==> src/rtl/vga_capture_if.sv <==
// Signal bundle between a VGA source and the capture block.
// Sync and colour flow in; the recovered pixel stream and lock/error status flow out.
interface vga_capture_if #(
    parameter int width_p   = 640,
    parameter int height_p  = 480,
    parameter int bit_depth = 8
);
    localparam int XW = (width_p  > 1) ? $clog2(width_p)  : 1;
    localparam int YW = (height_p > 1) ? $clog2(height_p) : 1;

    logic                 hs_i, vs_i;
    logic [bit_depth-1:0] r_i, g_i, b_i;
    logic [XW-1:0]        x_o;
    logic [YW-1:0]        y_o;
    logic [bit_depth-1:0] r_o, g_o, b_o;
    logic                 pix_v_o, frame_start_o, locked_o, err_o;
    logic [7:0]           err_cnt_o;

    modport master (
        output hs_i, vs_i, r_i, g_i, b_i,
        input  x_o, y_o, r_o, g_o, b_o, pix_v_o, frame_start_o, locked_o, err_o, err_cnt_o
    );
    modport slave (
        input  hs_i, vs_i, r_i, g_i, b_i,
        output x_o, y_o, r_o, g_o, b_o, pix_v_o, frame_start_o, locked_o, err_o, err_cnt_o
    );
endinterface

==> src/rtl/vga_capture.sv <==
// VGA receiver: registers sync/colour, tracks line/frame position against the configured
// geometry, flags timing violations and emits an x/y-tagged pixel stream while locked.
module vga_capture #(
    parameter int width_p              = 640,
    parameter int height_p             = 480,
    parameter int h_sync_pulse_p       = 96,
    parameter int h_sync_back_porch_p  = 48,
    parameter int h_sync_front_porch_p = 16,
    parameter int v_sync_pulse_p       = 2,
    parameter int v_sync_back_porch_p  = 33,
    parameter int v_sync_front_porch_p = 10,
    parameter int bit_depth            = 8
) (
    input  logic         clk_i,
    input  logic         reset_i,
    vga_capture_if.slave bus
);
    localparam int R  = h_sync_pulse_p + h_sync_back_porch_p + width_p + h_sync_front_porch_p;
    localparam int C  = v_sync_pulse_p + v_sync_back_porch_p + height_p + v_sync_front_porch_p;
    localparam int HW = $clog2(R);
    localparam int VW = $clog2(C);
    localparam int XW = (width_p  > 1) ? $clog2(width_p)  : 1;
    localparam int YW = (height_p > 1) ? $clog2(height_p) : 1;

    localparam logic [HW-1:0] H_LAST  = HW'(R - 1);
    localparam logic [HW-1:0] H_PULSE = HW'(h_sync_pulse_p);
    localparam logic [HW-1:0] H_ACT0  = HW'(h_sync_pulse_p + h_sync_back_porch_p);
    localparam logic [HW-1:0] H_ACT1  = HW'(h_sync_pulse_p + h_sync_back_porch_p + width_p - 1);
    localparam logic [VW-1:0] V_LAST  = VW'(C - 1);
    localparam logic [VW-1:0] V_PULSE = VW'(v_sync_pulse_p);
    localparam logic [VW-1:0] V_ACT0  = VW'(v_sync_pulse_p + v_sync_back_porch_p);
    localparam logic [VW-1:0] V_ACT1  = VW'(v_sync_pulse_p + v_sync_back_porch_p + height_p - 1);

    typedef enum logic [1:0] {ST_UNLOCKED, ST_SYNC, ST_LOCKED} state_t;

    state_t               r_state, w_state_nxt;
    logic                 r_hs0, r_vs0, r_hs_prev, r_vs_prev;
    logic [bit_depth-1:0] r_r0, r_g0, r_b0;
    logic [HW-1:0]        r_hcnt, w_hcnt;
    logic [VW-1:0]        r_vcnt, w_vcnt;
    logic                 w_hs_rise, w_hs_fall, w_vs_rise, w_start;
    logic                 w_viol, w_err, w_locked, w_active;
    logic [XW-1:0]        w_x, r_x;
    logic [YW-1:0]        w_y, r_y;
    logic [bit_depth-1:0] r_r, r_g, r_b;
    logic                 r_pix_v, r_fs, r_locked, r_err;
    logic [7:0]           r_err_cnt;

    // Stage 0 sample plus the position counters that describe it (used as "prev" next cycle).
    always_ff @(posedge clk_i) begin
        if (reset_i) begin
            r_hs0     <= 1'b0;
            r_vs0     <= 1'b0;
            r_hs_prev <= 1'b0;
            r_vs_prev <= 1'b0;
            r_r0      <= '0;
            r_g0      <= '0;
            r_b0      <= '0;
            r_hcnt    <= '0;
            r_vcnt    <= '0;
            r_state   <= ST_UNLOCKED;
        end else begin
            r_hs0     <= bus.hs_i;
            r_vs0     <= bus.vs_i;
            r_hs_prev <= r_hs0;
            r_vs_prev <= r_vs0;
            r_r0      <= bus.r_i;
            r_g0      <= bus.g_i;
            r_b0      <= bus.b_i;
            r_hcnt    <= w_hcnt;
            r_vcnt    <= w_vcnt;
            r_state   <= w_state_nxt;
        end
    end

    always_comb begin
        w_hs_rise = r_hs0 & ~r_hs_prev;
        w_hs_fall = ~r_hs0 & r_hs_prev;
        w_vs_rise = r_vs0 & ~r_vs_prev;
        w_start   = w_hs_rise & w_vs_rise;
        w_hcnt    = w_hs_rise ? '0 : r_hcnt + 1'b1;
        w_vcnt    = r_vcnt;
        if (w_hs_rise)
            w_vcnt = w_vs_rise ? '0 : r_vcnt + 1'b1;
        // Any number of simultaneous violations collapse into a single error.
        w_viol = (w_hs_rise && r_hcnt != H_LAST)
              || (!w_hs_rise && r_hcnt == H_LAST)
              || (w_hs_fall && w_hcnt != H_PULSE)
              || (w_vs_rise && !w_hs_rise)
              || (w_vs_rise && r_vcnt != V_LAST)
              || (w_hs_rise && !w_vs_rise && r_vcnt == V_LAST)
              || (w_hs_rise && (r_vs0 != (w_vcnt < V_PULSE)));
        w_err    = (r_state != ST_UNLOCKED) && w_viol;
        w_active = (w_hcnt >= H_ACT0) && (w_hcnt <= H_ACT1)
                && (w_vcnt >= V_ACT0) && (w_vcnt <= V_ACT1);
        w_x      = XW'(w_hcnt - H_ACT0);
        w_y      = YW'(w_vcnt - V_ACT0);
    end

    // A violating sample that is itself a clean frame start re-enters SYNC directly.
    always_comb begin
        w_state_nxt = r_state;
        unique case (r_state)
            ST_UNLOCKED: if (w_start) w_state_nxt = ST_SYNC;
            ST_SYNC: begin
                if (w_err)          w_state_nxt = w_start ? ST_SYNC : ST_UNLOCKED;
                else if (w_vs_rise) w_state_nxt = ST_LOCKED;
            end
            ST_LOCKED: if (w_err) w_state_nxt = w_start ? ST_SYNC : ST_UNLOCKED;
            default: w_state_nxt = ST_UNLOCKED;
        endcase
        w_locked = (w_state_nxt == ST_LOCKED);
    end

    always_ff @(posedge clk_i) begin
        if (reset_i) begin
            r_x       <= '0;
            r_y       <= '0;
            r_r       <= '0;
            r_g       <= '0;
            r_b       <= '0;
            r_pix_v   <= 1'b0;
            r_fs      <= 1'b0;
            r_locked  <= 1'b0;
            r_err     <= 1'b0;
            r_err_cnt <= '0;
        end else begin
            r_pix_v  <= w_locked & w_active;
            r_fs     <= w_locked & w_active & (w_hcnt == H_ACT0) & (w_vcnt == V_ACT0);
            r_locked <= w_locked;
            r_err    <= w_err;
            if (w_err && r_err_cnt != 8'hFF)
                r_err_cnt <= r_err_cnt + 8'd1;
            // Data outputs only move inside the active window; elsewhere they hold.
            if (w_active) begin
                r_x <= w_x;
                r_y <= w_y;
                r_r <= r_r0;
                r_g <= r_g0;
                r_b <= r_b0;
            end
        end
    end

    assign bus.x_o           = r_x;
    assign bus.y_o           = r_y;
    assign bus.r_o           = r_r;
    assign bus.g_o           = r_g;
    assign bus.b_o           = r_b;
    assign bus.pix_v_o       = r_pix_v;
    assign bus.frame_start_o = r_fs;
    assign bus.locked_o      = r_locked;
    assign bus.err_o         = r_err;
    assign bus.err_cnt_o     = r_err_cnt;
endmodule
==> src/flat_wrapper.sv <==
// flat-port wrapper written by rule: the top's interface ports become plain ports
module vga_capture_flat 
#(
    parameter int width_p              = 640,
    parameter int height_p             = 480,
    parameter int h_sync_pulse_p       = 96,
    parameter int h_sync_back_porch_p  = 48,
    parameter int h_sync_front_porch_p = 16,
    parameter int v_sync_pulse_p       = 2,
    parameter int v_sync_back_porch_p  = 33,
    parameter int v_sync_front_porch_p = 10,
    parameter int bit_depth            = 8
)
  (clk_i, reset_i, bus_hs_i, bus_vs_i, bus_r_i, bus_g_i, bus_b_i, bus_x_o, bus_y_o, bus_r_o, bus_g_o, bus_b_o, bus_pix_v_o, bus_frame_start_o, bus_locked_o, bus_err_o, bus_err_cnt_o);
  vga_capture_if #(.width_p(width_p), .height_p(height_p), .bit_depth(bit_depth)) bus_i ();
  input  logic clk_i;
  input  logic reset_i;
  input wire logic [$bits(bus_i.hs_i)-1:0] bus_hs_i;
  input wire logic [$bits(bus_i.vs_i)-1:0] bus_vs_i;
  input wire logic [$bits(bus_i.r_i)-1:0] bus_r_i;
  input wire logic [$bits(bus_i.g_i)-1:0] bus_g_i;
  input wire logic [$bits(bus_i.b_i)-1:0] bus_b_i;
  output wire logic [$bits(bus_i.x_o)-1:0] bus_x_o;
  output wire logic [$bits(bus_i.y_o)-1:0] bus_y_o;
  output wire logic [$bits(bus_i.r_o)-1:0] bus_r_o;
  output wire logic [$bits(bus_i.g_o)-1:0] bus_g_o;
  output wire logic [$bits(bus_i.b_o)-1:0] bus_b_o;
  output wire logic [$bits(bus_i.pix_v_o)-1:0] bus_pix_v_o;
  output wire logic [$bits(bus_i.frame_start_o)-1:0] bus_frame_start_o;
  output wire logic [$bits(bus_i.locked_o)-1:0] bus_locked_o;
  output wire logic [$bits(bus_i.err_o)-1:0] bus_err_o;
  output wire logic [$bits(bus_i.err_cnt_o)-1:0] bus_err_cnt_o;
  assign bus_i.hs_i = bus_hs_i;
  assign bus_i.vs_i = bus_vs_i;
  assign bus_i.r_i = bus_r_i;
  assign bus_i.g_i = bus_g_i;
  assign bus_i.b_i = bus_b_i;
  assign bus_x_o = bus_i.x_o;
  assign bus_y_o = bus_i.y_o;
  assign bus_r_o = bus_i.r_o;
  assign bus_g_o = bus_i.g_o;
  assign bus_b_o = bus_i.b_o;
  assign bus_pix_v_o = bus_i.pix_v_o;
  assign bus_frame_start_o = bus_i.frame_start_o;
  assign bus_locked_o = bus_i.locked_o;
  assign bus_err_o = bus_i.err_o;
  assign bus_err_cnt_o = bus_i.err_cnt_o;
  vga_capture #(.width_p(width_p), .height_p(height_p), .h_sync_pulse_p(h_sync_pulse_p), .h_sync_back_porch_p(h_sync_back_porch_p), .h_sync_front_porch_p(h_sync_front_porch_p), .v_sync_pulse_p(v_sync_pulse_p), .v_sync_back_porch_p(v_sync_back_porch_p), .v_sync_front_porch_p(v_sync_front_porch_p), .bit_depth(bit_depth)) u_core (.clk_i(clk_i), .reset_i(reset_i), .bus(bus_i));
endmodule
==> config.mk <==
export PLATFORM = sky130hd
export DESIGN_NAME = vga_capture_flat
export DESIGN_NICKNAME = d
export VERILOG_FILES = /design/src/rtl/vga_capture_if.sv /design/src/rtl/vga_capture.sv /design/src/flat_wrapper.sv
export SDC_FILE = /design/constraint.sdc
export NUM_CORES = 1
export LEC_CHECK = 0
export ABC_AREA = 1
export CORE_MARGIN = 4
export CORE_UTILIZATION = 58
export CTS_BUF_LIST = sky130_fd_sc_hd__clkbuf_8
export DETAILED_ROUTE_END_ITERATION = 7
export GPL_TIMING_DRIVEN = 0
export HOLD_SLACK_MARGIN = 0.06
export PLACE_DENSITY = 0.92
export SYNTH_ARGS = -nofsm -noshare
export SYNTH_HDL_FRONTEND = slang
export SYNTH_SLANG_ARGS = --single-unit
==> constraint.sdc <==
create_clock -name clk_i -period 7.2 [get_ports clk_i]
set_input_delay 1.44 -clock clk_i [delete_from_list [all_inputs] [get_ports clk_i]]
set_output_delay 1.44 -clock clk_i [all_outputs]
set_load 0.05 [all_outputs]
# After elaboration in Yosys (flattened, before gate mapping)
# Cells that the tools add are included.
# totals
latchBits,0
ramBits,0
regBits,105
output_inout_bits,55
mem_count,0
romBits,0
# op_classes
div,0
n_eq_ne,12
reduce_logical,23
n_bitwise,10
shift,0
muxes,9
mul,0
n_addsub,5
n_lt_le_gt_ge,5
# op_table
op,n
$mux W10,3
$add A10 B1 Y10 const B,2
$eq A10 B10 Y1 const B,2
$le A10 B10 Y1 const B,2
$ne A10 B10 Y1 const B,2
$logic_and A1 B1 Y1,13
$eq A10 B6 Y1 const B,1
$eq A10 B8 Y1 const B,1
$ge A10 B6 Y1 const B,1
$ge A10 B8 Y1 const B,1
$lt A10 B2 Y1 const B,1
$ne A10 B7 Y1 const B,1
$sub A10 B8 Y10 const B,1
$sub A9 B6 Y9 const B,1
$add A8 B1 Y8 const B,1
$mux W2,4
$ne A8 B8 Y1 const B,1
$and A1 B1 Y1,7
$logic_or A1 B1 Y1,6
$pmux W2 S3,1
$eq A2 B2 Y1 const B,2
$not A1 Y1,3
$eq A2 B1 Y1 const B,1
$logic_not A1 Y1,2
other kinds (4),4

# Depth between registers and ports, before layout
# Gate-level depths: netlist of the first run.
# depth
word_depth,17
depth_mapped,18
ltp_nobuf,17

# Worst setup path before layout of the first run
# Ideal clock, no wire load.
# synth_path
kind,input-to-reg
startpoint,input port reset_i
endpoint,register u_core.r_r0[0]
arrival_ps,2269
setup_slack_ps,4803
stages,4
setup_ps,128
cell_sequence,clkbuf_1 clkbuf_1 buf_1 nor2_1
# synth_rtl
element,line,rtl
"start, declared",flat_wrapper.sv:17,input logic reset_i;
"end signal, assigned",vga_capture.sv:67,r_r0 <= bus.r_i;
"end, declared",vga_capture.sv:38,"logic [bit_depth-1:0] r_r0, r_g0, r_b0;"
# No word-level cell between the ends.

# Final worst setup path of the first run
# layout_path
startpoint,"register u_core.r_err_cnt[2], in the netlist u_core.bus.err_cnt_o[2]"
endpoint,output port bus_err_cnt_o[2]
# layout_rtl
element,line,rtl
"start, declared",vga_capture.sv:47,logic [7:0] r_err_cnt;
"start signal, assigned",vga_capture.sv:133,r_err_cnt <= r_err_cnt + 8'd1;
"end, declared",flat_wrapper.sv:32,output wire logic [$bits(bus_i.err_cnt_o)-1:0] bus_err_cnt_o;
# No word-level cell between the ends.

==> impl_metrics.prom, run 1 <==
# TYPE chip_impl_metric gauge
chip_impl_metric{name="max-slew-margin-rel",unit="%"} 56.1
chip_impl_metric{name="maxClockFrequency",unit="GHz"} 0.318
chip_impl_metric{name="port-buffer-count",unit=""} 81
chip_impl_info{name="synth_top_cell_by_area",value="sky130_fd_sc_hd__dfxtp_1"} 1
chip_impl_metric{name="clkLatencyLatePin",unit="ps"} 380
chip_impl_metric{name="row_count",unit=""} 32
chip_impl_info{name="cpLargestDelayFamily",value="buffers and inverters"} 1
chip_impl_metric{name="wp_data_required",unit="ps"} 5760
chip_impl_metric{name="finalSetupViolCount",unit=""} 0
chip_impl_metric{name="cts_buffers",unit=""} 9
chip_impl_info{name="rsz0062_at_grt",value="no"} 1
chip_impl_metric{name="number_of_remaining_drc_errors",unit=""} 0
chip_impl_metric{name="synthesis.instances",unit=""} 612
chip_impl_metric{name="yosys_warnings",unit=""} 0
chip_impl_metric{name="ir_drop",unit="V"} 0.000106
chip_impl_metric{name="grt_max_degree",unit=""} 21
chip_impl_metric{name="areaGrowthSynthToFinish",unit="%"} 24.5
chip_impl_metric{name="synth_area",unit="sq mm"} 0.00460
chip_impl_metric{name="cp.buffers_inverters",unit=""} 1
chip_impl_metric{name="routabilityCongestion",unit=""} 0.929
chip_impl_info{name="endpoint_kind",value="output pin"} 1
chip_impl_info{name="path_cells",value="clkdlybuf4s50_1"} 1
chip_impl_metric{name="holdWs",unit="ps"} 448
chip_impl_metric{name="place_inst",unit=""} 795
chip_impl_metric{name="drt_pass1_iterations",unit=""} 5
chip_impl_metric{name="synth_edf_count",unit=""} 0
chip_impl_info{name="synth_top_cells_by_count",value="sky130_fd_sc_hd__inv_1 (112), sky130_fd_sc_hd__dfxtp_1 (105), sky130_fd_sc_hd__nand2_1 (78)"} 1
chip_impl_metric{name="gr-usage-all-layers",unit="%"} 24.6
chip_impl_info{name="outcome",value="finished, final reports clean"} 1
chip_impl_metric{name="vias_per_cell",unit=""} 5.31
chip_impl_metric{name="r2r_setup_slk",unit="ps"} 4190
chip_impl_metric{name="post_synth.cell_area_avg",unit="sq um"} 7.52
chip_impl_metric{name="wire_per_inst",unit="um"} 14.2
chip_impl_metric{name="vias_in_the_first_global_route",unit=""} 4183
chip_impl_metric{name="antenna-diode-count",unit=""} 0
chip_impl_metric{name="max_cap_violations",unit=""} 0
chip_impl_metric{name="layout.nets",unit=""} 741
chip_impl_metric{name="number_of_antenna_violations_at_the_first_check_in_global_routing",unit=""} 0
chip_impl_metric{name="die-height",unit="um"} 97.1
chip_impl_metric{name="synth.yosys.seq_area_share",unit="%"} 45.7
chip_impl_metric{name="leakage",unit="nW"} 2.38
chip_impl_info{name="clockRootBuffer",value="sky130_fd_sc_hd__clkbuf_8"} 1
chip_impl_metric{name="ctsLongestPathBuffers",unit=""} 2
chip_impl_metric{name="h-tree-depth",unit=""} 3
chip_impl_metric{name="wirelength",unit="mm"} 11.5
chip_impl_metric{name="vias",unit=""} 4306
chip_impl_info{name="netlist_top_cells_area",value="sky130_fd_sc_hd__dfxtp_1 (46%), sky130_fd_sc_hd__inv_1 (9.1%), sky130_fd_sc_hd__nand2_1 (6.4%)"} 1
chip_impl_metric{name="synth_top_cell_area_share",unit="%"} 45.7
chip_impl_metric{name="power_per_cell_area",unit="mW/mm^2"} 178
chip_impl_metric{name="die_width",unit="um"} 97.1
chip_impl_metric{name="initialDrtViolationCount",unit=""} 231
chip_impl_metric{name="final_min_period_over_clock_period",unit="%"} 43.7
chip_impl_metric{name="hold_violations",unit=""} 0
chip_impl_info{name="cts_tree",value="done"} 1
chip_impl_metric{name="fp.coreArea",unit="sq mm"} 0.00773
chip_impl_metric{name="critical_path.max_stage_delay",unit="ps"} 850
chip_impl_metric{name="clkSlewWorstSetupHoldPaths",unit="ps"} 110
chip_impl_metric{name="post_cts_hold_buffer_count",unit=""} 0
chip_impl_metric{name="shortest_period_the_worst_path_allows",unit="ps"} 3150
chip_impl_metric{name="report.power.total",unit="W"} 0.00102
chip_impl_metric{name="post-dp-hpwl",unit="mm"} 8.59
chip_impl_metric{name="maxSlewViolCount",unit=""} 0
chip_impl_metric{name="post_synth_num_cell_types",unit=""} 34
chip_impl_info{name="postSynth.topFlopCell",value="sky130_fd_sc_hd__dfxtp_1"} 1
chip_impl_metric{name="cts_setup_buffers",unit=""} 0
chip_impl_metric{name="final_layout_size_suffix_gt1_share",unit="%"} 8.04
chip_impl_metric{name="worst_ep_arrival_time",unit="ps"} 1710
chip_impl_metric{name="ant_nets",unit=""} 0
chip_impl_info{name="post-synth-top-count-cell",value="sky130_fd_sc_hd__inv_1"} 1
chip_impl_info{name="timing.setup.critical_path_class",value="reg -> out"} 1
chip_impl_info{name="setup.worst_path.start_class",value="register"} 1
chip_impl_metric{name="totalNegativeSetupSlack",unit="ps"} 0
chip_impl_metric{name="design_area",unit="sq mm"} 0.00573
chip_impl_metric{name="grt_first_pass_wirelength",unit="mm"} 19.0
chip_impl_metric{name="io_pins",unit=""} 83
chip_impl_metric{name="postSynth.asyncResetShare",unit="%"} 0
chip_impl_metric{name="worstMarginPinSlew",unit="ps"} 659
chip_impl_metric{name="synth_seq_cells",unit=""} 105
chip_impl_info{name="hold_path.class",value="reg -> reg"} 1
chip_impl_metric{name="critical_path_peak_fanout",unit=""} 7
chip_impl_metric{name="placedInstanceArea",unit="sq mm"} 0.00554
chip_impl_metric{name="globalRoute.totalOverflow",unit=""} 0
chip_impl_metric{name="clock_skew",unit="ps"} 11.4
chip_impl_metric{name="cts.sinks",unit=""} 105
chip_impl_info{name="crit_path_top_delay_cell",value="sky130_fd_sc_hd__clkdlybuf4s50_1"} 1
chip_impl_metric{name="gates_resized_cts_repair",unit=""} 0
chip_impl_metric{name="initial_core_utilization",unit="%"} 59.6
chip_impl_metric{name="synth.net_count",unit=""} 649
chip_impl_metric{name="finalNonFillerCells",unit=""} 811
chip_impl_metric{name="design.die.area",unit="sq mm"} 0.00943
## stage by stage
stage          utilization, %  setup WS (ps)
3_3_place_gp             71.7           4360
3_5_place_dp             71.7           4320
2_1_floorplan               -           4800
6_report                 74.2           4050
5_1_grt                  74.2           3970
4_1_cts                  74.2           4060
## flip-flops by register name, summed over array words and instances, names as in the netlist, 2 cells and up
name and flops:
u_core.bus.x_o 10, u_core.r_hcnt 10, u_core.r_vcnt 10, u_core.bus.y_o 9, u_core.bus.b_o 8, u_core.bus.err_cnt_o 8, u_core.bus.g_o 8, u_core.bus.r_o 8
u_core.r_b0 8, u_core.r_g0 8, u_core.r_r0 8, u_core.r_state 2
## path summary, 6_finish.rpt
check / start / endpoint / depth (start not counted)
max: u_core.bus.err_cnt_o[2]$_SDFFE_PP0P_ / bus_err_cnt_o[2] / 1
min: u_core.bus.y_o[1]$_SDFFE_PP0P_ / u_core.bus.y_o[1]$_SDFFE_PP0P_ / 2
max reg2reg: u_core.r_hcnt[0]$_SDFF_PP0_ / u_core.bus.g_o[6]$_SDFFE_PP0P_ / 16
min reg2reg: u_core.bus.y_o[1]$_SDFFE_PP0P_ / u_core.bus.y_o[1]$_SDFFE_PP0P_ / 2
## cell usage in the layout (no fill, tap or decap), types with 5 or more instances in the layout
| cell | n |
|---|---|
| sky130_fd_sc_hd__inv_1 | 112 |
| sky130_fd_sc_hd__dfxtp_1 | 105 |
| sky130_fd_sc_hd__clkdlybuf4s50_1 | 81 |
| sky130_fd_sc_hd__nand2_1 | 78 |
| sky130_fd_sc_hd__nor2_1 | 72 |
| sky130_fd_sc_hd__a21oi_1 | 54 |
| sky130_fd_sc_hd__o21ai_0 | 44 |
| sky130_fd_sc_hd__nand3_1 | 29 |
| sky130_fd_sc_hd__nand4_1 | 20 |
| sky130_fd_sc_hd__xor2_1 | 10 |
| sky130_fd_sc_hd__nand3_2 | 9 |
| sky130_fd_sc_hd__clkbuf_1 | 9 |
| sky130_fd_sc_hd__ha_1 | 9 |
| sky130_fd_sc_hd__clkbuf_8 | 9 |
| sky130_fd_sc_hd__nor3_1 | 8 |
| sky130_fd_sc_hd__xnor2_1 | 7 |
| sky130_fd_sc_hd__nor2_2 | 6 |
| sky130_fd_sc_hd__o21ai_1 | 5 |
## per-layer routing
metal | share of wire (%) | GRT usage (%) | vias to the layer above
met4 | 2.6 | 10.4 | 0
met1 | 40 | 28.1 | 2006
met3 | 5.4 | 4.24 | 29
li1 | - | - | 2115
met5 | 0 | 0 | -
met2 | 52 | 45.0 | 156
## cells by family after synthesis
logic type,count (synthesis),share of synthesized area (%)
fa+ha+maj,9,2.45
buf+inv,141,12.6
compound gates,106,11.7
flops,105,45.7
xor+xnor,17,3.23
simple gates,234,24.4
## final cells by class
| type | count | area [sq um] |
|---|---|---|
| Inverter | 118 | 445 |
| Sequential cell | 105 | 2100 |
| Multi-Input combinational cell | 366 | 1920 |
| Fill cell | 533 | 1990 |
| Tap cell | 102 | 128 |
| Clock buffer | 9 | 124 |
| Clock inverter | 7 | 67.6 |
| Timing Repair Buffer | 81 | 811 |
| Buffer | 23 | 133 |
## where the power goes
group          internal, W  total (W)  switching, W  leakage [nW]
sequential        0.000591   0.000596    0.00000504         0.854
combinational    0.0000274  0.0000672     0.0000398          1.43
clock             0.000137   0.000360      0.000223        0.0997
(Power assumes the default switching activity.)
==> run 2, diff against run 1 <==
--- a/config.mk
+++ b/config.mk
@@ -7,12 +7,12 @@
 export LEC_CHECK = 0
 export ABC_AREA = 1
 export CORE_MARGIN = 4
-export CORE_UTILIZATION = 58
+export CORE_UTILIZATION = 54
 export CTS_BUF_LIST = sky130_fd_sc_hd__clkbuf_8
 export DETAILED_ROUTE_END_ITERATION = 7
 export GPL_TIMING_DRIVEN = 0
 export HOLD_SLACK_MARGIN = 0.06
-export PLACE_DENSITY = 0.92
+export PLACE_DENSITY = 0.87
 export SYNTH_ARGS = -nofsm -noshare
 export SYNTH_HDL_FRONTEND = slang
 export SYNTH_SLANG_ARGS = --single-unit
==> constraint.sdc (replaced) <==
create_clock -name clk_i -period 2.95 [get_ports clk_i]
set_input_delay 0.59 -clock clk_i [delete_from_list [all_inputs] [get_ports clk_i]]
set_output_delay 0.59 -clock clk_i [all_outputs]
set_load 0.05 [all_outputs]
==> impl_metrics.prom, run 2 (same netlist as run 1, synthesis figures left out) <==
# TYPE chip_impl_metric gauge
chip_impl_info{name="outcome",value="finished, final reports clean"} 1
chip_impl_metric{name="power_per_cell_area",unit="mW/mm^2"} 428
chip_impl_metric{name="initial_core_utilization",unit="%"} 55.7
chip_impl_info{name="timing.setup.critical_path_class",value="reg -> reg"} 1
chip_impl_metric{name="clkSlewWorstSetupHoldPaths",unit="ps"} 110
chip_impl_metric{name="cts_buffers",unit=""} 9
chip_impl_metric{name="row_count",unit=""} 33
chip_impl_metric{name="areaGrowthSynthToFinish",unit="%"} 24.8
chip_impl_metric{name="fillCellCount",unit=""} 667
chip_impl_metric{name="worstMarginPinSlew",unit="ps"} 602
chip_impl_metric{name="switchingPower",unit="W"} 0.000627
chip_impl_metric{name="wirelength",unit="mm"} 11.2
chip_impl_metric{name="routabilityCongestion",unit=""} 0.905
chip_impl_metric{name="post-route-util",unit="%"} 69.6
chip_impl_metric{name="io_pins",unit=""} 83
chip_impl_metric{name="wire_per_inst",unit="um"} 13.8
chip_impl_info{name="setup.worst_path.start_class",value="register"} 1
chip_impl_metric{name="clkLatencyLatePin",unit="ps"} 370
chip_impl_metric{name="die_width",unit="um"} 100
chip_impl_metric{name="maxClockFrequency",unit="GHz"} 0.373
chip_impl_metric{name="vias_per_cell",unit=""} 5.19
chip_impl_metric{name="max-slew-margin-rel",unit="%"} 59.9
chip_impl_metric{name="rr_worst_depth",unit=""} 17
chip_impl_info{name="layout.cells.most_common",value="sky130_fd_sc_hd__inv_1"} 1
chip_impl_metric{name="shortest_period_the_worst_path_allows",unit="ps"} 2680
chip_impl_info{name="endpoint_kind",value="register"} 1
chip_impl_metric{name="vias_in_the_first_global_route",unit=""} 4023
chip_impl_info{name="hold_path.startpoint",value="u_core.bus.b_o[2]$_SDFFE_PP0P_"} 1
chip_impl_metric{name="worst_ep_arrival_time",unit="ps"} 2940
chip_impl_metric{name="post-dp-hpwl",unit="mm"} 8.51
chip_impl_metric{name="h-tree-depth",unit=""} 3
chip_impl_metric{name="maxSlewViolCount",unit=""} 0
chip_impl_metric{name="finalSetupViolCount",unit=""} 0
chip_impl_info{name="worstSetupEndpoint",value="u_core.bus.x_o[8]$_SDFFE_PP0P_"} 1
chip_impl_metric{name="post_cts_hold_buffer_count",unit=""} 0
chip_impl_metric{name="final-seq-area",unit="sq mm"} 0.00211
chip_impl_metric{name="hold_violations",unit=""} 0
chip_impl_info{name="hold_path.class",value="reg -> reg"} 1
chip_impl_metric{name="multiInputGateArea",unit="sq mm"} 0.00193
chip_impl_metric{name="power.internal",unit="W"} 0.00183
chip_impl_info{name="cp-startpoint",value="u_core.r_hcnt[3]$_SDFF_PP0_"} 1
chip_impl_metric{name="cts_setup_buffers",unit=""} 0
chip_impl_metric{name="ir_drop",unit="V"} 0.000307
chip_impl_metric{name="ant_nets",unit=""} 0
chip_impl_metric{name="final_min_period_over_clock_period",unit="%"} 91.0
chip_impl_metric{name="number_of_antenna_violations_at_the_first_check_in_global_routing",unit=""} 0
chip_impl_metric{name="layout.nets",unit=""} 741
chip_impl_info{name="r2r_end",value="u_core.bus.x_o[8]$_SDFFE_PP0P_"} 1
chip_impl_metric{name="vias",unit=""} 4221
chip_impl_metric{name="die-height",unit="um"} 100
chip_impl_metric{name="design.die.area",unit="sq mm"} 0.0101
chip_impl_metric{name="ctsLongestPathBuffers",unit=""} 2
chip_impl_metric{name="antenna-diode-count",unit=""} 0
chip_impl_metric{name="critical_path_peak_fanout",unit=""} 10
chip_impl_info{name="cts_tree",value="done"} 1
chip_impl_metric{name="fp.coreArea",unit="sq mm"} 0.00826
chip_impl_metric{name="max_cap_violations",unit=""} 0
chip_impl_metric{name="grt_first_pass_wirelength",unit="mm"} 18.0
chip_impl_metric{name="gates_resized_cts_repair",unit=""} 0
chip_impl_metric{name="gr-usage-all-layers",unit="%"} 22.3
chip_impl_metric{name="final_layout_size_suffix_gt1_share",unit="%"} 8.60
chip_impl_metric{name="wp_data_required",unit="ps"} 3200
chip_impl_metric{name="port-buffer-count",unit=""} 81
chip_impl_metric{name="relative_contribution_of_combinational_cells_to_total_power",unit="%"} 6.6
chip_impl_info{name="reg2reg_from",value="u_core.r_hcnt[3]$_SDFF_PP0_"} 1
chip_impl_metric{name="initialDrtViolationCount",unit=""} 160
chip_impl_metric{name="grt_max_degree",unit=""} 20
chip_impl_info{name="clockRootBuffer",value="sky130_fd_sc_hd__clkbuf_8"} 1
chip_impl_metric{name="r2r_setup_slk",unit="ps"} 270
chip_impl_metric{name="clock_skew",unit="ps"} 12.7
chip_impl_metric{name="clkPwrFrac",unit="%"} 34.3
chip_impl_metric{name="cts.sinks",unit=""} 105
chip_impl_metric{name="drt_pass1_iterations",unit=""} 5
chip_impl_metric{name="holdWs",unit="ps"} 451
chip_impl_metric{name="switching_share",unit="%"} 25.5
chip_impl_metric{name="number_of_remaining_drc_errors",unit=""} 0
chip_impl_info{name="final_cell_mix",value="sky130_fd_sc_hd__inv_1 (113), sky130_fd_sc_hd__dfxtp_1 (102), sky130_fd_sc_hd__clkdlybuf4s50_1 (81)"} 1
chip_impl_metric{name="leakage",unit="nW"} 2.38
chip_impl_metric{name="share_of_power_burned_in_registers",unit="%"} 59.1
chip_impl_metric{name="globalRoute.totalOverflow",unit=""} 0
==> run 2: cell types whose count changed in the layout (fill, tap and decap cells not counted), moves of 3 or more <==
cell                      change
sky130_fd_sc_hd__o21ai_0      -4
sky130_fd_sc_hd__o21ai_1      +3
sky130_fd_sc_hd__dfxtp_1      -3
sky130_fd_sc_hd__dfxtp_2      +3
==> run 2: area by class of cell <==
cell class                      instances  share of cell area [%]
Buffer                                 23                    2.31
Timing Repair Buffer                   81                    14.1
Sequential cell                       105                    36.6
Clock buffer                            9                    2.16
Inverter                              118                    7.75
Clock inverter                          7                    1.13
Tap cell                              105                    2.29
Multi-Input combinational cell        366                    33.6
==> run 2: layer usage <==
metal	up-vias	wire (um)	GRT usage [%]
met1	1942	4640	26.1
met5	-	0	0
li1	2118	-	-
met2	129	5700	40.3
met3	32	519	2.99
met4	0	354	10.2
==> run 2: worst min path at each step <==
stage | endpoint | slack [ps] | depth (start not counted)
after floorplan | u_core.r_vs_prev$_SDFF_PP0_ | 440 | 2
after global placement | u_core.bus.r_o[1]$_SDFFE_PP0P_ | 430 | 2
after detailed placement | u_core.bus.b_o[2]$_SDFFE_PP0P_ | 440 | 2
after CTS | u_core.bus.y_o[0]$_SDFFE_PP0P_ | 450 | 2
after global routing | u_core.bus.y_o[0]$_SDFFE_PP0P_ | 470 | 2
final | u_core.bus.b_o[2]$_SDFFE_PP0P_ | 450 | 2
==> run 2: per-stage QoR <==
step | setup TNS [ps] | total power, W | setup WS, ps | cell area, sq um | instances
2_1_floorplan | 0 | 0.00158 | 587 | 4600 | 612
3_5_place_dp | 0 | 0.00164 | 103 | 5550 | 798
3_3_place_gp | 0 | 0.00164 | 160 | 5550 | 798
5_1_grt | -20.0 | 0.00255 | -14.4 | 5750 | 814
4_1_cts | 0 | 0.00247 | 48.2 | 5730 | 814
6_report | 0 | 0.00246 | 267 | 5750 | 814
==> run 2: power by group through the flow <==
stage / Combinational [W] / Clock (W) / Sequential [W]
2_1_floorplan: 0.0000924 / 0 / 0.00148
3_3_place_gp: 0.000154 / 0 / 0.00148
3_5_place_dp: 0.000159 / 0 / 0.00149
4_1_cts: 0.000161 / 0.000851 / 0.00145
5_1_grt: 0.000181 / 0.000909 / 0.00146
6_report: 0.000164 / 0.000843 / 0.00145
==> run 2: worst max-delay path, cell delays in order (launching register included) <==
cell and delay, ps:
sky130_fd_sc_hd__dfxtp_2 380, sky130_fd_sc_hd__nand2_1 110, sky130_fd_sc_hd__nor2_2 170, sky130_fd_sc_hd__nand2_1 80
sky130_fd_sc_hd__nor2_1 110, sky130_fd_sc_hd__nor3_1 70, sky130_fd_sc_hd__inv_1 160, sky130_fd_sc_hd__ha_1 180
sky130_fd_sc_hd__nand3_1 70, sky130_fd_sc_hd__nor3_1 180, sky130_fd_sc_hd__o21ai_0 100, sky130_fd_sc_hd__nor2_1 100
sky130_fd_sc_hd__nor3_1 60, sky130_fd_sc_hd__nor2_2 180, sky130_fd_sc_hd__nand3_2 140, sky130_fd_sc_hd__buf_2 210
sky130_fd_sc_hd__o21ai_0 230, sky130_fd_sc_hd__a21oi_1 60
==> run 3, diff against run 2 <==
--- a/config.mk
+++ b/config.mk
@@ -6,7 +6,7 @@
 export NUM_CORES = 1
 export LEC_CHECK = 0
 export ABC_AREA = 1
-export CORE_MARGIN = 4
+export CORE_MARGIN = 5
 export CORE_UTILIZATION = 54
 export CTS_BUF_LIST = sky130_fd_sc_hd__clkbuf_8
 export DETAILED_ROUTE_END_ITERATION = 7
==> impl_metrics.prom, run 3 (same netlist as run 1, synthesis figures left out) <==
# TYPE chip_impl_metric gauge
chip_impl_metric{name="wire_per_inst",unit="um"} 13.9
chip_impl_metric{name="ctsLongestPathBuffers",unit=""} 2
chip_impl_metric{name="totalNegativeSetupSlack",unit="ps"} 0
chip_impl_metric{name="leakage",unit="nW"} 2.38
chip_impl_metric{name="number_of_antenna_violations_at_the_first_check_in_global_routing",unit=""} 0
chip_impl_metric{name="max_cap_violations",unit=""} 0
chip_impl_metric{name="clock_skew",unit="ps"} 16.4
chip_impl_metric{name="vias",unit=""} 4259
chip_impl_metric{name="maxClockFrequency",unit="GHz"} 0.370
chip_impl_metric{name="number_of_remaining_drc_errors",unit=""} 0
chip_impl_metric{name="final_min_period_over_clock_period",unit="%"} 91.7
chip_impl_metric{name="post-dp-hpwl",unit="mm"} 8.58
chip_impl_info{name="clockRootBuffer",value="sky130_fd_sc_hd__clkbuf_8"} 1
chip_impl_info{name="setup.worst_path.start_class",value="register"} 1
chip_impl_metric{name="areaGrowthSynthToFinish",unit="%"} 24.9
chip_impl_metric{name="drt_pass1_iterations",unit=""} 5
chip_impl_info{name="timing.setup.critical_path_class",value="reg -> reg"} 1
chip_impl_metric{name="globalRoute.totalOverflow",unit=""} 0
chip_impl_metric{name="critical_path_peak_fanout",unit=""} 10
chip_impl_metric{name="fp.coreArea",unit="sq mm"} 0.00826
chip_impl_metric{name="initial_core_utilization",unit="%"} 55.7
chip_impl_metric{name="routabilityCongestion",unit=""} 0.848
chip_impl_info{name="endpoint_kind",value="register"} 1
chip_impl_metric{name="wirelength",unit="mm"} 11.3
chip_impl_info{name="path_cells",value="ha_1 -> nand2_1 -> nor2_1 -> inv_1 -> nand3_2 -> ha_1 -> nand3_1 -> nor3_1 -> o21ai_0 -> nor2_1 -> nor3_1 -> nor2_2 -> nand3_2 -> buf_2 -> o21ai_0 -> a21oi_1"} 1
chip_impl_metric{name="cts.sinks",unit=""} 105
chip_impl_metric{name="worstMarginPinSlew",unit="ps"} 586
chip_impl_metric{name="clkLatencyLatePin",unit="ps"} 380
chip_impl_metric{name="design.die.area",unit="sq mm"} 0.0105
chip_impl_metric{name="wp_data_required",unit="ps"} 3220
chip_impl_metric{name="grt_max_degree",unit=""} 21
chip_impl_metric{name="h-tree-depth",unit=""} 3
chip_impl_metric{name="gr-usage-all-layers",unit="%"} 22.2
chip_impl_info{name="crit_path_top_delay_cell",value="sky130_fd_sc_hd__dfxtp_2"} 1
chip_impl_metric{name="report.power.total",unit="W"} 0.00250
chip_impl_metric{name="power_per_cell_area",unit="mW/mm^2"} 434
chip_impl_metric{name="layout.nets",unit=""} 741
chip_impl_metric{name="initialDrtViolationCount",unit=""} 194
chip_impl_metric{name="final_layout_size_suffix_gt1_share",unit="%"} 8.60
chip_impl_info{name="rsz0062_at_grt",value="no"} 1
chip_impl_metric{name="ant_nets",unit=""} 0
chip_impl_metric{name="row_count",unit=""} 33
chip_impl_metric{name="ir_drop",unit="V"} 0.000279
chip_impl_metric{name="cts_buffers",unit=""} 9
chip_impl_metric{name="antenna-diode-count",unit=""} 0
chip_impl_metric{name="maxSlewViolCount",unit=""} 0
chip_impl_metric{name="worst_ep_arrival_time",unit="ps"} 2970
chip_impl_metric{name="clkSlewWorstSetupHoldPaths",unit="ps"} 110
chip_impl_metric{name="die-height",unit="um"} 102
chip_impl_metric{name="hold_violations",unit=""} 0
chip_impl_info{name="layout.cells.most_common",value="sky130_fd_sc_hd__inv_1"} 1
chip_impl_metric{name="vias_per_cell",unit=""} 5.23
chip_impl_metric{name="critical_path.max_stage_delay",unit="ps"} 390
chip_impl_metric{name="finalSetupViolCount",unit=""} 0
chip_impl_metric{name="port-buffer-count",unit=""} 81
chip_impl_info{name="hold_path.class",value="reg -> reg"} 1
chip_impl_metric{name="max-slew-margin-rel",unit="%"} 60.9
chip_impl_metric{name="shortest_period_the_worst_path_allows",unit="ps"} 2710
chip_impl_metric{name="io_pins",unit=""} 83
chip_impl_info{name="cts_tree",value="done"} 1
chip_impl_metric{name="grt_first_pass_wirelength",unit="mm"} 18.5
chip_impl_metric{name="post_cts_hold_buffer_count",unit=""} 0
chip_impl_info{name="final_cell_mix",value="sky130_fd_sc_hd__inv_1 (112), sky130_fd_sc_hd__dfxtp_1 (103), sky130_fd_sc_hd__clkdlybuf4s50_1 (81)"} 1
chip_impl_metric{name="vias_in_the_first_global_route",unit=""} 4086
chip_impl_metric{name="die_width",unit="um"} 102
chip_impl_info{name="outcome",value="finished, final reports clean"} 1
[run 3: area by class of cell]
| cell class | count | area (sq um) |
|---|---|---|
| multi-input combinational | 366 | 1930 |
| sequential | 105 | 2100 |
| inverter | 118 | 445 |
| fill | 667 | 2510 |
| tap | 105 | 131 |
| clock inverter | 7 | 67.6 |
| clock buffer | 9 | 124 |
| timing repair buffer | 81 | 811 |
| buffer | 23 | 133 |
[run 3: worst paths after layout]
kind / endpoint / startpoint / cells past startpoint / slack (ps)
setup / recovery: u_core.bus.g_o[7]$_SDFFE_PP0P_ / u_core.r_hcnt[0]$_SDFF_PP0_ / 16 / 240
hold / removal: u_core.bus.r_o[7]$_SDFFE_PP0P_ / u_core.bus.r_o[7]$_SDFFE_PP0P_ / 2 / 450
setup reg to reg: u_core.bus.g_o[7]$_SDFFE_PP0P_ / u_core.r_hcnt[0]$_SDFF_PP0_ / 16 / 240
hold reg to reg: u_core.bus.r_o[7]$_SDFFE_PP0P_ / u_core.bus.r_o[7]$_SDFFE_PP0P_ / 2 / 450
[run 3: stage by stage]
| stage | area (sq um) | setup slack (ps) | utilization, % | hold slack [ps] | cells |
|---|---|---|---|---|---|
| 3_5_place_dp | 5550 | 89.4 | 67.2 | 436 | 798 |
| 6_report | 5750 | 244 | 69.6 | 451 | 814 |
| 3_3_place_gp | 5550 | 162 | 67.2 | 433 | 798 |
| 5_1_grt | 5750 | 13.7 | 69.6 | 469 | 814 |
| 2_1_floorplan | 4600 | 587 | - | 438 | 612 |
| 4_1_cts | 5740 | 31.6 | 69.5 | 451 | 814 |
[run 3: repair_timing]
item | CTS | global route
buffers inserted | 0 | 0
endpoints found under the setup margin | 0 | 45
endpoints found under the hold margin | 0 | 0
resized for setup | 0 | 6
[run 3: report_power, final]
| group | leakage, nW | switching [W] | internal (W) | total (W) |
|---|---|---|---|---|
| clock network | 0.0997 | 0.000546 | 0.000334 | 0.000879 |
| registers | 0.855 | 0.0000119 | 0.00144 | 0.00145 |
| logic | 1.43 | 0.0000957 | 0.0000669 | 0.000163 |
| total | 2.38 | 0.000653 | 0.00184 | 0.00250 |
[run 3: layer usage]
metal | vias up | GRT usage, % | share of wire [%]
met5 | - | 0 | 0
met4 | 0 | 8.98 | 3.0
met3 | 27 | 3.48 | 5.2
met2 | 144 | 39.4 | 50
met1 | 1978 | 26.9 | 42
li1 | 2110 | - | -
[run 3: critical path: cells and delay by family, from the launching register on]
| kind | cells | cell delay, ps |
|---|---|---|
| flip-flops | 1 | 390 |
| AND/OR/NAND/NOR | 9 | 1130 |
| adder cells (fa/ha/maj) | 2 | 370 |
| buffers and inverters | 2 | 300 |
| AO/OA/AOI/OAI | 3 | 400 |
